===== src/rtl/apb_requester.sv =====
// -----------------------------------------------------------------------------
// apb_requester
//
// Purpose:
//   Turns a simple valid/ready command stream into single APB transfers.
//   Each accepted command becomes one SETUP cycle followed by one or more
//   ACCESS cycles. The completion is reported by a one-cycle rsp_valid pulse.
//   The response fields then hold until the next completion.
//
// Configuration:
//   APB_REQ_TIMEOUT_EN - when defined, a 16-bit wait counter aborts any
//                        transfer that sees TIMEOUT_CYCLES ACCESS cycles
//                        without PREADY. The abort reports rsp_err=1 and
//                        rsp_timeout=1. When undefined, ACCESS waits forever
//                        and rsp_timeout is tied to 0.
//
// Parameters:
//   TIMEOUT_CYCLES  maximum ACCESS cycles without PREADY (1..65535); used only
//                   with APB_REQ_TIMEOUT_EN
//
// Ports:
//   PCLK, PRESETn                   clock, asynchronous active-low reset
//   cmd_valid/cmd_ready             command handshake (ready only in IDLE)
//   cmd_write, cmd_addr, cmd_wdata  command payload
//   rsp_valid                       one-cycle completion pulse
//   rsp_rdata, rsp_err, rsp_timeout completion status, held until next one
//   PSELx, PENABLE, PWRITE, PADDR,
//   PWDATA                          APB requester outputs (all registered)
//   PRDATA, PREADY, PSLVERR         APB completer inputs, sampled in ACCESS
// -----------------------------------------------------------------------------
module apb_requester #(
  parameter int unsigned TIMEOUT_CYCLES = 16
) (
  input  logic        PCLK,
  input  logic        PRESETn,
  input  logic        cmd_valid,
  output logic        cmd_ready,
  input  logic        cmd_write,
  input  logic [31:0] cmd_addr,
  input  logic [31:0] cmd_wdata,
  output logic        rsp_valid,
  output logic [31:0] rsp_rdata,
  output logic        rsp_err,
  output logic        rsp_timeout,
  output logic        PSELx,
  output logic        PENABLE,
  output logic        PWRITE,
  output logic [31:0] PADDR,
  output logic [31:0] PWDATA,
  input  logic [31:0] PRDATA,
  input  logic        PREADY,
  input  logic        PSLVERR
);

  typedef enum logic [1:0] {
    IDLE   = 2'd0,
    SETUP  = 2'd1,
    ACCESS = 2'd2
  } state_t;

  state_t state;

`ifdef APB_REQ_TIMEOUT_EN
  localparam logic [15:0] WAIT_LAST = 16'(TIMEOUT_CYCLES - 1);
  logic [15:0] wait_cnt;
`endif

  // Ready is gated by PRESETn so that no accept is advertised while reset
  // is held. Ready returns as soon as reset releases.
  assign cmd_ready = PRESETn && (state == IDLE);

`ifndef APB_REQ_TIMEOUT_EN
  assign rsp_timeout = 1'b0;
`endif

  // Single FSM process. Every APB and response output is a register here.
  // The address, data and direction registers change only on an accept. They
  // therefore stay stable for the whole transfer and keep their value afterwards.
  always_ff @(posedge PCLK or negedge PRESETn) begin
    if (!PRESETn) begin
      state     <= IDLE;
      PSELx     <= 1'b0;
      PENABLE   <= 1'b0;
      PWRITE    <= 1'b0;
      PADDR     <= '0;
      PWDATA    <= '0;
      rsp_valid <= 1'b0;
      rsp_rdata <= '0;
      rsp_err   <= 1'b0;
`ifdef APB_REQ_TIMEOUT_EN
      rsp_timeout <= 1'b0;
      wait_cnt    <= '0;
`endif
    end else begin
      rsp_valid <= 1'b0;
      case (state)
        IDLE: begin
          if (cmd_valid) begin
            PWRITE  <= cmd_write;
            PADDR   <= cmd_addr;
            PWDATA  <= cmd_wdata;
            PSELx   <= 1'b1;
            PENABLE <= 1'b0;
            state   <= SETUP;
          end
        end

        SETUP: begin
          PENABLE <= 1'b1;
          state   <= ACCESS;
`ifdef APB_REQ_TIMEOUT_EN
          wait_cnt <= '0;
`endif
        end

        ACCESS: begin
          // PREADY is checked first. A completer that answers in the final
          // allowed cycle still finishes normally and does not time out.
          if (PREADY) begin
            PSELx     <= 1'b0;
            PENABLE   <= 1'b0;
            rsp_valid <= 1'b1;
            rsp_err   <= PSLVERR;
            rsp_rdata <= PWRITE ? 32'd0 : PRDATA;
`ifdef APB_REQ_TIMEOUT_EN
            rsp_timeout <= 1'b0;
`endif
            state     <= IDLE;
          end
`ifdef APB_REQ_TIMEOUT_EN
          else if (wait_cnt == WAIT_LAST) begin
            PSELx       <= 1'b0;
            PENABLE     <= 1'b0;
            rsp_valid   <= 1'b1;
            rsp_err     <= 1'b1;
            rsp_timeout <= 1'b1;
            rsp_rdata   <= '0;
            state       <= IDLE;
          end else begin
            wait_cnt <= wait_cnt + 16'd1;
          end
`endif
        end

        default: begin
          PSELx   <= 1'b0;
          PENABLE <= 1'b0;
          state   <= IDLE;
        end
      endcase
    end
  end

endmodule


===== config.mk =====
export PLATFORM = sky130hd
export DESIGN_NAME = apb_requester
export DESIGN_NICKNAME = d
export VERILOG_FILES = /design/src/rtl/apb_requester.sv
export SDC_FILE = /design/constraint.sdc
export NUM_CORES = 1
export LEC_CHECK = 0
export BUFFER_PORTS_ARGS = -buffer_cell sky130_fd_sc_hd__clkbuf_2
export CAP_MARGIN = 20
export CORE_AREA = 10 10 107 100
export DETAILED_ROUTE_END_ITERATION = 10
export DIE_AREA = 0 0 117 110
export PLACE_DENSITY = 0.86
export RECOVER_POWER = 100
export REMOVE_ABC_BUFFERS = 1
export SETUP_SLACK_MARGIN = 0.3
export SLEW_MARGIN = 20
export SYNTH_ARGS = -nofsm -noshare
export SYNTH_HDL_FRONTEND = slang
export SYNTH_SLANG_ARGS = --single-unit

===== constraint.sdc =====
create_clock -name PCLK -period 2.9 [get_ports PCLK]
set_clock_uncertainty 0.05 [all_clocks]
set_input_delay 0.435 -clock PCLK [delete_from_list [all_inputs] [get_ports PCLK]]
set_output_delay 0.435 -clock PCLK [all_outputs]
set_load 0.02 [all_outputs]

Word-level counts from Yosys, hierarchy flattened

Index checks and enable logic that the tools add are counted.

Equal/unequal tests: 4
Mux-type cells: 11
Bitwise logic cells: 1
Reduce and logical (&&, ||, !) cells: 6

Operator list:

| operator             | number |
|---|---|
| $mux W32             | 1 |
| $pmux W1 S3          | 2 |
| $pmux W2 S3          | 1 |
| $reduce_and A2 Y1    | 3 |
| $mux W1              | 5 |
| $mux W2              | 2 |
| $ne A2 B2 Y1 const B | 2 |
| $reduce_and A3 Y1    | 1 |
| $eq A2 B1 Y1 const B | 1 |
| $eq A2 B2 Y1 const B | 1 |
| $logic_not A2 Y1     | 1 |
| $logic_and A1 B1 Y1  | 1 |
| $not A1 Y1           | 1 |

Register bits: 103
Input bits: 102
Output and inout port bits: 103
Word-level logic and storage cells: 31

Depth between registers and ports, before layout

Gate-level depths: netlist (run 1).

Word-level depth: 3
Mapped depth: 5
Mapped depth without buffers: 3

Worst setup path before layout (run 1)

OpenSTA, ideal clock, no wires.

Path kind: register to register
From: reg state[1]
To: reg PADDR[0]
Setup time: 0.127 ns
Data arrival time: 1.385 ns
Data required time: 2.723 ns
Setup slack: 1.337 ns
Stages on the path, launching flop included: 5
Path buffers: 2
Clock period less this slack: 1.563 ns
Path through: dfrtp_1 nor3b_2 buf_4 buf_6 mux2_1

Longest elaborated chain between the ends: 2

Ends and longest elaborated chain:

| item                        | line | text |
|---|---|---|
| start: declaration          | 61   | `state_t state;` |
| start signal: assignment    | 81   | `state <= IDLE;` |
| start signal: assignment    | 104  | `state <= SETUP;` |
| start signal: assignment    | 110  | `state <= ACCESS;` |
| $logic_not A2 Y1            | 96   | `case (state)` |
| $reduce_and A2 Y1 (no line) | -    |  |
| end signal: assignment      | 100  | `PADDR <= cmd_addr;` |
| end: declaration            | 48   | `output logic [31:0] PADDR,` |

Every way passes these cells.
A chain may end at the register's enable or synchronous reset.

Worst setup path after layout (run 1)

From: reg state[1]
To: out cmd_ready

Longest elaborated chain between the ends: 2

Ends and longest elaborated chain:

| item                | line | text |
|---|---|---|
| $logic_not A2 Y1    | 70   | `assign cmd_ready = PRESETn && (state == IDLE);` |
| $logic_and A1 B1 Y1 | 70   |  |
| end: declaration    | 37   | `output logic cmd_ready,` |

Every way passes these cells.

==> results of run 1 <==
-- layout by cell type (no fill, tap or decap) --
| cell type | Yosys | final |
|---|---|---|
| mux2_2 | 27 | 27 |
| buf_12 | 0 | 1 |
| nand2_1 | 34 | 34 |
| clkinvlp_4 | 0 | 1 |
| nand2b_1 | 32 | 32 |
| inv_8 | 0 | 1 |
| conb_1 | 1 | 1 |
| inv_6 | 0 | 2 |
| mux2_1 | 39 | 39 |
| nor2_1 | 1 | 1 |
| clkinv_4 | 0 | 2 |
| buf_4 | 2 | 1 |
| clkbuf_2 | 0 | 102 |
| a21oi_1 | 1 | 1 |
| inv_1 | 2 | 2 |
| clkbuf_8 | 0 | 9 |
| clkbuf_1 | 4 | 104 |
| o21ai_0 | 34 | 34 |
| nor3b_1 | 1 | 2 |
| nand3b_1 | 1 | 1 |
| dfrtp_1 | 102 | 102 |
-- cell families (layout without fill, tap and decap cells) --
group / Yosys count / after routing / synth area share [%]
other: 1 / 1 / 0.09482
muxes: 66 / 66 / 18.79
DFF: 102 / 102 / 64.54
and+or+nand+nor: 70 / 70 / 9.079
buffers and inverters: 20 / 225 / 3.068
AOI/OAI and AO/OA: 35 / 35 / 4.429
-- routing by layer --
layer | part of all wire (%) | global-route usage [%] | routed length [µm] | up-vias
li1 | - | - | - | 1379
met3 | 11 | 7.455 | 1170 | 4
met1 | 41 | 17.95 | 4329 | 1344
met2 | 47 | 26.74 | 5035 | 131
met4 | 0.73 | 5.115 | 78 | 0
met5 | 0 | 0 | 0 | -
-- power breakdown --
| part | switching [µW] | total [µW] | leakage [µW] | internal [µW] |
|---|---|---|---|---|
| clock | 491 | 819 | 0.0000894 | 328 |
| sequential | 418 | 2540 | 0.00124 | 2120 |
| combinational | 1740 | 2630 | 0.00102 | 890 |
-- final timing paths --
kind | slack [ns] | endpoint | depth (start not counted) | start
setup / recovery | 0.87 | cmd_ready | 2 | state[1]
max in group asynchronous | 1.15 | rsp_rdata[13] | 3 | PRESETn
hold / removal | 0.24 | PADDR[4] | 2 | cmd_addr[4]
hold reg to reg | 0.44 | rsp_rdata[18] | 2 | rsp_rdata[18]
min in group asynchronous | 0.36 | state[0] | 2 | PRESETn
setup reg to reg | 0.93 | rsp_err | 3 | state[1]
-- flip-flops by register name (all words and copies together), names as in the netlist --
name	cells
PADDR	32
PWRITE	1
rsp_rdata	32
PSELx	1
state	2
rsp_valid	1
PWDATA	32
rsp_err	1
-- area by class of cell --
cell class | count | share of cell area (%)
Tap cell | 102 | 2.517
Clock inverter | 6 | 1.061
Sequential cell | 102 | 50.35
Timing Repair Buffer | 207 | 18.24
Multi-Input combinational cell | 172 | 25.17
Clock buffer | 10 | 2.517
Inverter | 2 | 0.1481
-- metrics by stage --
step                      util, %  setup TNS, ns  setup WS [ns]
final                       60.30              0         0.8723
after CTS                   62.05              0         0.7753
after detailed placement    59.90              0          1.097
after global routing        60.30              0         0.7268
after floorplan                 -         -57.93        -0.9264
after global placement      59.90              0          1.136
==> flow_summary.yaml, run 1 <==
outcome:
  status: "finished clean"
power_and_ir_drop:
  p_total_uw: 5994
  powerDensity_nw_per_um2: 1182
  leakage_uw: 0.002349
  ir_drop_uv: 413.9
synthesis:
  syn_inst: 294
  yosysTopAreaCell: "dfrtp_1"
  async_flop_share_pct: 100.0
  synth_top_cell_area_share_pct: 64.54
  post-synth-top-count-cell: "dfrtp_1"
  ys_types: 18
  synth_enable_flop_cells: 0
  ys_warn_count: 0
  yosysSeqAreaShare_pct: 64.54
  ys_ff_latch: 102
  ys.flop_type: "dfrtp_1"
  ys_top_cells_by_count: "dfrtp_1, mux2_1, nand2_1, o21ai_0, nand2b_1"
  ys_top_cells_by_area: "dfrtp_1, mux2_1, mux2_2"
  syn_area_um2: 3955
  syn_avg_cell_area_um2: 13.45
setup_path:
  cp.buffers_inverters: 1
  crit_fanout: 7
  crit_slowest_cell: "dfrtp_1"
  max_stage_delay_ns: 0.48
  start_kind: "flop"
  cp_data_arrival_time_ns: 1.54
  critical_path.top_delay_family: "flip-flops"
  path_cells: "nor3b_1 -> clkbuf_1"
  cp.required_ns: 2.41
  crit_type: "flop to primary output"
  critPathCaptureType: "primary output"
flow_run:
  maxCapViolCount: 0
sta:
  hold_viol: 0
  rsz0062_at_grt: "false"
  fmaxAchievable_ghz: 0.4932
  max_slew.worst_pin.slew_ns: 1.127
  hold_ws_ns: 0.2443
  fin_crit_ns: 2.028
  min_period_over_period_pct: 69.92
  setup_viol: 0
  slew_headroom_pct: 24.85
  final_max_slew_viol_count: 0
detailed_routing:
  post_drt_via_cell_ratio: 4.755
  antenna_left: 0
  first_iter_violations: 115
  drtPass1Iterations: 4
  routed_wl_um: 10610
  via_count: 2858
  avgRoutedWirePerCell_um: 17.66
  route.detailed.drc: 0
place:
  gp_congestion: 0.7274
  dpl.hpwl_um: 8486
  io_buffer_count: 203
  placed_area_um2: 5036
  placedCellCount: 585
cells_and_area:
  final_cells: 601
  regArea_um2: 2552
  final_area_um2: 5070
  antennaDiodeCount: 0
  multiInputGateArea_um2: 1276
  fillers: 726
  fin_nets: 596
  syn_to_final_growth_pct: 28.19
  drive_above_1_share_pct: 29.26
global_routing:
  grt_pass1_vias: 3037
  antenna_found_initial: 0
  grt.total_usage_pct: 16.03
  grt_overflow: 0
  grt_start_max_net_pins: 67
  grt_pass1_wl_um: 15900
clocking:
  cts_tree: "done"
  post-cts-setup-buffers: 0
  numCtsBuffers: 9
  clockBufferDepth: 2
  cts-root-buf: "clkbuf_8"
  cts_resized: 0
  htree_levels: 3
  cts_sinks: 102
  clkLatencyLatePin_ns: 0.35
  clk_pin_slew_ns: 0.11
  ctsHoldBuffers: 0
die:
  initial_core_util_pct: 47.04
  fp.dieArea_um2: 12870
  rows: 32
  die_w_um: 117
  fp.coreArea_um2: 8408
  dieHeight_um: 110
  ios: 205
hold_path:
  hp-class: "input port to flop"
(Power assumes the default switching activity.)
==> run 2: changes to the inputs <==
- ABC_AREA: not set -> 1
- CORE_AREA: 10 10 107 100 -> 10 10 111 103
- DIE_AREA: 0 0 117 110 -> 0 0 121 113
- PLACE_DENSITY: 0.86 -> 0.82
- clock period: 2.9 -> 1.87 ns (I/O delays scaled with it)
==> run 2 against run 1 <==
Cell count rose by 29%. Die area rose by 6.2%. Register-to-register slack got worse by 0.70 ns. Combinational power is 62% higher. Cell area grew 3.8%. Routed wire length increased by 21%. Worst setup slack got worse by 0.64 ns. Sequential share of layout area is 1.8 points lower. Non-clock buffer count rose by 13. Sequential power rose by 48%. Critical path type is now flop to flop. Largest cell class unchanged. Largest power group unchanged. Highest routed layer unchanged.
==> flow_summary.yaml, run 2 <==
sta:
  fmaxAchievable_ghz: 0.6103
  min_period_over_period_pct: 87.62
  rsz0062_at_grt: "true"
  hold_viol: 0
  hold_ws_ns: 0.09013
  slew_headroom_pct: 38.20
  final_max_slew_viol_count: 0
  max_slew.worst_pin.slew_ns: 0.9270
  fin_crit_ns: 1.638
  setup_viol: 0
  fin_ws_ns: 0.2315
detailed_routing:
  avgRoutedWirePerCell_um: 16.60
  route.detailed.drc: 0
  antenna_left: 0
  via_count: 3764
  drtPass1Iterations: 4
  routed_wl_um: 12830
  post_drt_via_cell_ratio: 4.869
  first_iter_violations: 270
synthesis:
  yosysTopAreaCell: "dfrtp_1"
  yosysSeqAreaShare_pct: 63.20
  syn_inst: 445
  ys_warn_count: 0
  synth_enable_flop_cells: 0
  syn_area_um2: 4039
  async_flop_share_pct: 100.0
  post-synth-top-count-cell: "nand2_1"
  ys_types: 16
  ys_top_cells_by_count: "nand2_1, dfrtp_1, nand3_1, o21ai_0, buf_2"
  ys_top_cells_by_area: "dfrtp_1, nand2_1, nand3_1"
  ys.flop_type: "dfrtp_1"
  synth_top_cell_area_share_pct: 63.20
  ys_ff_latch: 102
  syn_avg_cell_area_um2: 9.076
clocking:
  htree_levels: 3
  cts-root-buf: "clkbuf_8"
  cts_sinks: 102
  clockBufferDepth: 2
  clk_pin_slew_ns: 0.10
  clkLatencyLatePin_ns: 0.35
  cts_tree: "done"
  numCtsBuffers: 9
die:
  dieHeight_um: 113
  fp.coreArea_um2: 9042
  die_w_um: 121
  ios: 205
  rows: 33
  initial_core_util_pct: 44.67
  fp.dieArea_um2: 13670
cells_and_area:
  fin_nets: 747
  regArea_um2: 2552
  syn_to_final_growth_pct: 30.30
  fillers: 843
  reg_top3: "PADDR (32), PWDATA (32), rsp_rdata (32)"
  multiInputGateArea_um2: 1296
  final_common_cell: "nand2_1"
  final_area_um2: 5263
  final_cell_mix: "nand2_1, clkbuf_1, dfrtp_1"
  drive_above_1_share_pct: 20.77
place:
  place_ws_ns: 0.3373
  placed_area_um2: 5145
  dpl.hpwl_um: 9454
  io_buffer_count: 203
  gp_congestion: 0.8370
setup_path:
  critPathCaptureType: "flop"
  cp_data_arrival_time_ns: 1.83
  crit_fanout: 38
  crit_type: "flop to flop"
  cp.required_ns: 2.06
  start_kind: "flop"
global_routing:
  grt_pass1_vias: 3766
  grt.total_usage_pct: 17.63
  antenna_found_initial: 1
  grt_pass1_wl_um: 19610
  grt_start_max_net_pins: 103
  grt_overflow: 0
power_and_ir_drop:
  ir_drop_uv: 877.9
  p_comb_share_pct: 45.7
  clkPwrFrac_pct: 14.0
  p_switching_uw: 4444
  p_int_uw: 4885
  powerDensity_nw_per_um2: 1773
  leakage_uw: 0.002818
  switching_share_pct: 47.64
  seqPwrFrac_pct: 40.3
outcome:
  status: "finished clean"
flow_run:
  maxCapViolCount: 0
hold_path:
  hp-class: "input port to flop"
-- run 2: cell families after synthesis --
group / after synthesis / share of synthesized area, %
flip-flops: 102 / 63.20
other: 1 / 0.09285
AND/OR/NAND/NOR: 269 / 27.35
buffers and inverters: 40 / 5.266
AO/OA/AOI/OAI: 33 / 4.089
-- run 2: metal layers --
metal / vias to the layer above / routed length [µm] / share of wire (%) / global-route usage (%)
met4: 0 / 182 / 1.4 / 4.904
met2: 178 / 5744 / 45 / 28.03
li1: 1809 / - / - / -
met1: 1763 / 5161 / 40 / 19.47
met5: - / 0 / 0 / 0
met3: 14 / 1744 / 14 / 10.64
-- run 2: critical path: stages, from the launching register on --
cell	delay [ns]
dfrtp_1	0.42
nor2_4	0.17
buf_4	0.13
clkbuf_2	0.27
nand2_2	0.13
buf_8	0.21
nand2_1	0.09
nand2_1	0.05
-- run 2: cell type report --
cell class	count	share of cell area (%)
Multi-Input combinational cell	304	24.63
Sequential cell	102	48.50
Inverter	8	0.5706
Clock buffer	10	2.615
Antenna cell	1	0.04755
Timing Repair Buffer	220	19.88
Clock inverter	6	0.8559
Tap cell	122	2.901
-- run 2: worst paths after layout --
| path | to | slack, ns | startpoint | depth (start not counted) |
|---|---|---|---|---|
| worst max-delay path | PWDATA[4] | 0.23 | state[1] | 7 |
| worst min-delay path | PADDR[28] | 0.09 | cmd_addr[28] | 3 |
| max in group asynchronous | PADDR[20] | 0.47 | PRESETn | 3 |
| worst min register to register | PWDATA[5] | 0.43 | PWDATA[5] | 2 |
| min in group asynchronous | PWDATA[27] | 0.63 | PRESETn | 3 |
| worst max register to register | PWDATA[4] | 0.23 | state[1] | 7 |
-- run 2: metrics by stage --
step | setup TNS (ns) | total power, µW | util, % | std cells
after detailed placement | 0 | 8246 | 56.90 | 750
after global routing | 0 | 10050 | 58.17 | 772
final | 0 | 9329 | 58.20 | 773
after CTS | 0 | 9650 | 59.28 | 770
after floorplan | -66.31 | 6306 | - | 413
after global placement | 0 | 8068 | 56.90 | 750
-- run 2: power groups by stage --
stage,logic [µW],clock network (µW),registers [µW]
floorplan,1350,0,4950
detailed placement,4450,0,3800
CTS,4530,1360,3770
global placement,4320,0,3750
global route,4740,1440,3870
finish,4260,1310,3760
-- run 2: repair_timing --
action / 4_1_cts / 5_1_grt
cloned: 0 / 1
gates resized for setup: 1 / 12
pin swaps: 1 / 3
endpoints found under the hold margin: 102 / 56
buffers inserted: 4 / 0
endpoints found under the setup margin: 1 / 93
==> run 3: changes to the inputs <==
- CORE_AREA: 10 10 111 103 -> 10 10 134 124
- DIE_AREA: 0 0 121 113 -> 0 0 144 134
- PLACE_DENSITY: 0.82 -> 0.6
==> run 3 against run 2 <==
Clock power up 51%. Cell count up 5.7%. Cell area up 2.7%. Sequential share of layout area down 1.3 points. Hold slack better by 0.0076 ns. Die area up 41%. Register-to-register slack better by 0.07 ns. Core utilization down 19 points. Largest cell class unchanged. Critical path depth down 3. Sequential cell count unchanged. Critical endpoint is now cmd_ready. Worst setup slack better by 0.039 ns.
==> flow_summary.yaml, run 3 (synthesis results as in run 2) <==
clocking:
  ctsHoldBuffers: 0
  clkLatencyLatePin_ns: 0.34
  clockBufferDepth: 2
  cts-root-buf: "clkbuf_16"
  cts_tree: "done"
  numCtsBuffers: 9
  htree_levels: 3
  clk_pin_slew_ns: 0.07
  cts_sinks: 102
global_routing:
  grt_start_max_net_pins: 53
  grt_pass1_wl_um: 19910
  antenna_found_initial: 0
  grt_overflow: 0
  grt_pass1_vias: 3807
  grt.total_usage_pct: 12.86
setup_path:
  cp_data_arrival_time_ns: 1.27
  crit_start: "state[1]"
  r2r_end: "PWDATA[6]"
  reg2reg_from: "state[1]"
  crit_fanout: 2
  start_kind: "flop"
  critPathCaptureType: "primary output"
  ff2ff_setup_slack_ns: 0.30
  crit_type: "flop to primary output"
  ff2ff_path_depth: 6
  cp.required_ns: 1.54
power_and_ir_drop:
  clkPwrFrac_pct: 20.0
  p_int_uw: 5492
  leakage_uw: 0.002862
  p_total_uw: 9887
  powerDensity_nw_per_um2: 1830
  p_comb_share_pct: 42.1
  switching_share_pct: 44.45
  p_switching_uw: 4395
  seqPwrFrac_pct: 37.9
  ir_drop_uv: 739.0
detailed_routing:
  post_drt_via_cell_ratio: 4.514
  route.detailed.drc: 0
  avgRoutedWirePerCell_um: 15.56
  routed_wl_um: 12720
  antenna_left: 0
  first_iter_violations: 166
  via_count: 3688
  drtPass1Iterations: 7
place:
  io_buffer_count: 203
  dpl.hpwl_um: 9601
  place_ws_ns: 0.3384
  gp_congestion: 0.7937
hold_path:
  hp-class: "input port to flop"
  hold_start: "PSLVERR"
  hold_path_end: "rsp_err"
  whs_path_depth: 3
die:
  dieHeight_um: 134
  rows: 41
  initial_core_util_pct: 29.27
  die_w_um: 144
  ios: 205
  fp.coreArea_um2: 13800
  fp.dieArea_um2: 19300
sta:
  fin_crit_ns: 1.599
  fin_ws_ns: 0.2709
  max_slew.worst_pin.slew_ns: 1.282
  setup_viol: 0
  final_max_slew_viol_count: 0
  slew_headroom_pct: 14.52
  hold_viol: 0
  fmaxAchievable_ghz: 0.6254
  min_period_over_period_pct: 85.51
  rsz0062_at_grt: "true"
cells_and_area:
  regArea_um2: 2552
  syn_to_final_growth_pct: 33.80
  final_common_cell: "nand2_1"
  reg_top3: "PADDR (32), PWDATA (32), rsp_rdata (32)"
  antennaDiodeCount: 0
  fin_nets: 743
  multiInputGateArea_um2: 1281
  final_cell_mix: "nand2_1, clkbuf_2, dfrtp_1, clkbuf_1, nand3_1"
  drive_above_1_share_pct: 20.62
  fillers: 1467
flow_run:
  maxCapViolCount: 0
outcome:
  status: "finished clean"
run 3: changes by cell type in the layout (fill, tap and decap cells not counted), moves of 2 or more:
cell       before  now
clkbuf_1      105  102
clkinv_4        2    0
clkbuf_8       10    0
clkbuf_16       0    9
clkbuf_2      101  104
bufinv_16       0    2
run 3: per-stage QoR:
stage               hold WS [ns]  util, %  setup TNS (ns)  cells  area [µm²]
floorplan               -0.06509        -          -66.31    413        3856
detailed placement        0.4102    37.59               0    799        5187
global placement          0.4043    37.59               0    799        5187
CTS                      0.04580    40.13               0    817        5538
global route             0.09006    39.16               0    817        5404
finish                   0.09778    39.16               0    817        5404
run 3: cell type report:
| cell class | instances | share of cell area [%] |
|---|---|---|
| multi-input combinational | 303 | 23.71 |
| clock buffer | 9 | 4.168 |
| sequential | 102 | 47.23 |
| tap | 172 | 3.982 |
| inverter | 8 | 0.5557 |
| timing repair buffer | 217 | 18.75 |
| clock inverter | 6 | 1.598 |
run 3: how the worst max path moves through the flow:
stage / endpoint / slack, ns
finish: cmd_ready / 0.27
global route: PWDATA[6] / 0.14
CTS: cmd_ready / 0.28
detailed placement: cmd_ready / 0.34
global placement: PADDR[0] / 0.37
floorplan: PSELx / -1.01
run 3: timing repair:
item	in CTS	in global routing
gates resized for setup	5	4
setup buffers	3	0
cloned	0	0
pin swaps	2	1
setup endpoints to repair	1	40
hold endpoints to repair	0	0
run 3: critical path, cell delays in order, from the launching register on:
cell,delay [ns]
dfrtp_1,0.41
nor2_4,0.15
inv_2,0.04
nor2_1,0.18
buf_8,0.15
run 3: power by group through the flow:
stage | logic [µW] | registers, µW | clock network, µW
after floorplan | 1350 | 4950 | 0
after global placement | 4350 | 3760 | 0
after detailed placement | 4440 | 3780 | 0
after CTS | 4520 | 3760 | 2060
after global routing | 4650 | 3880 | 2140
final | 4160 | 3750 | 1980
run 3: routing by layer:
layer / wire length, µm / track usage (%)
met5: 0 / 0
met4: 147 / 3.741
met3: 1609 / 6.283
met2: 5372 / 18.77
met1: 5587 / 16.37
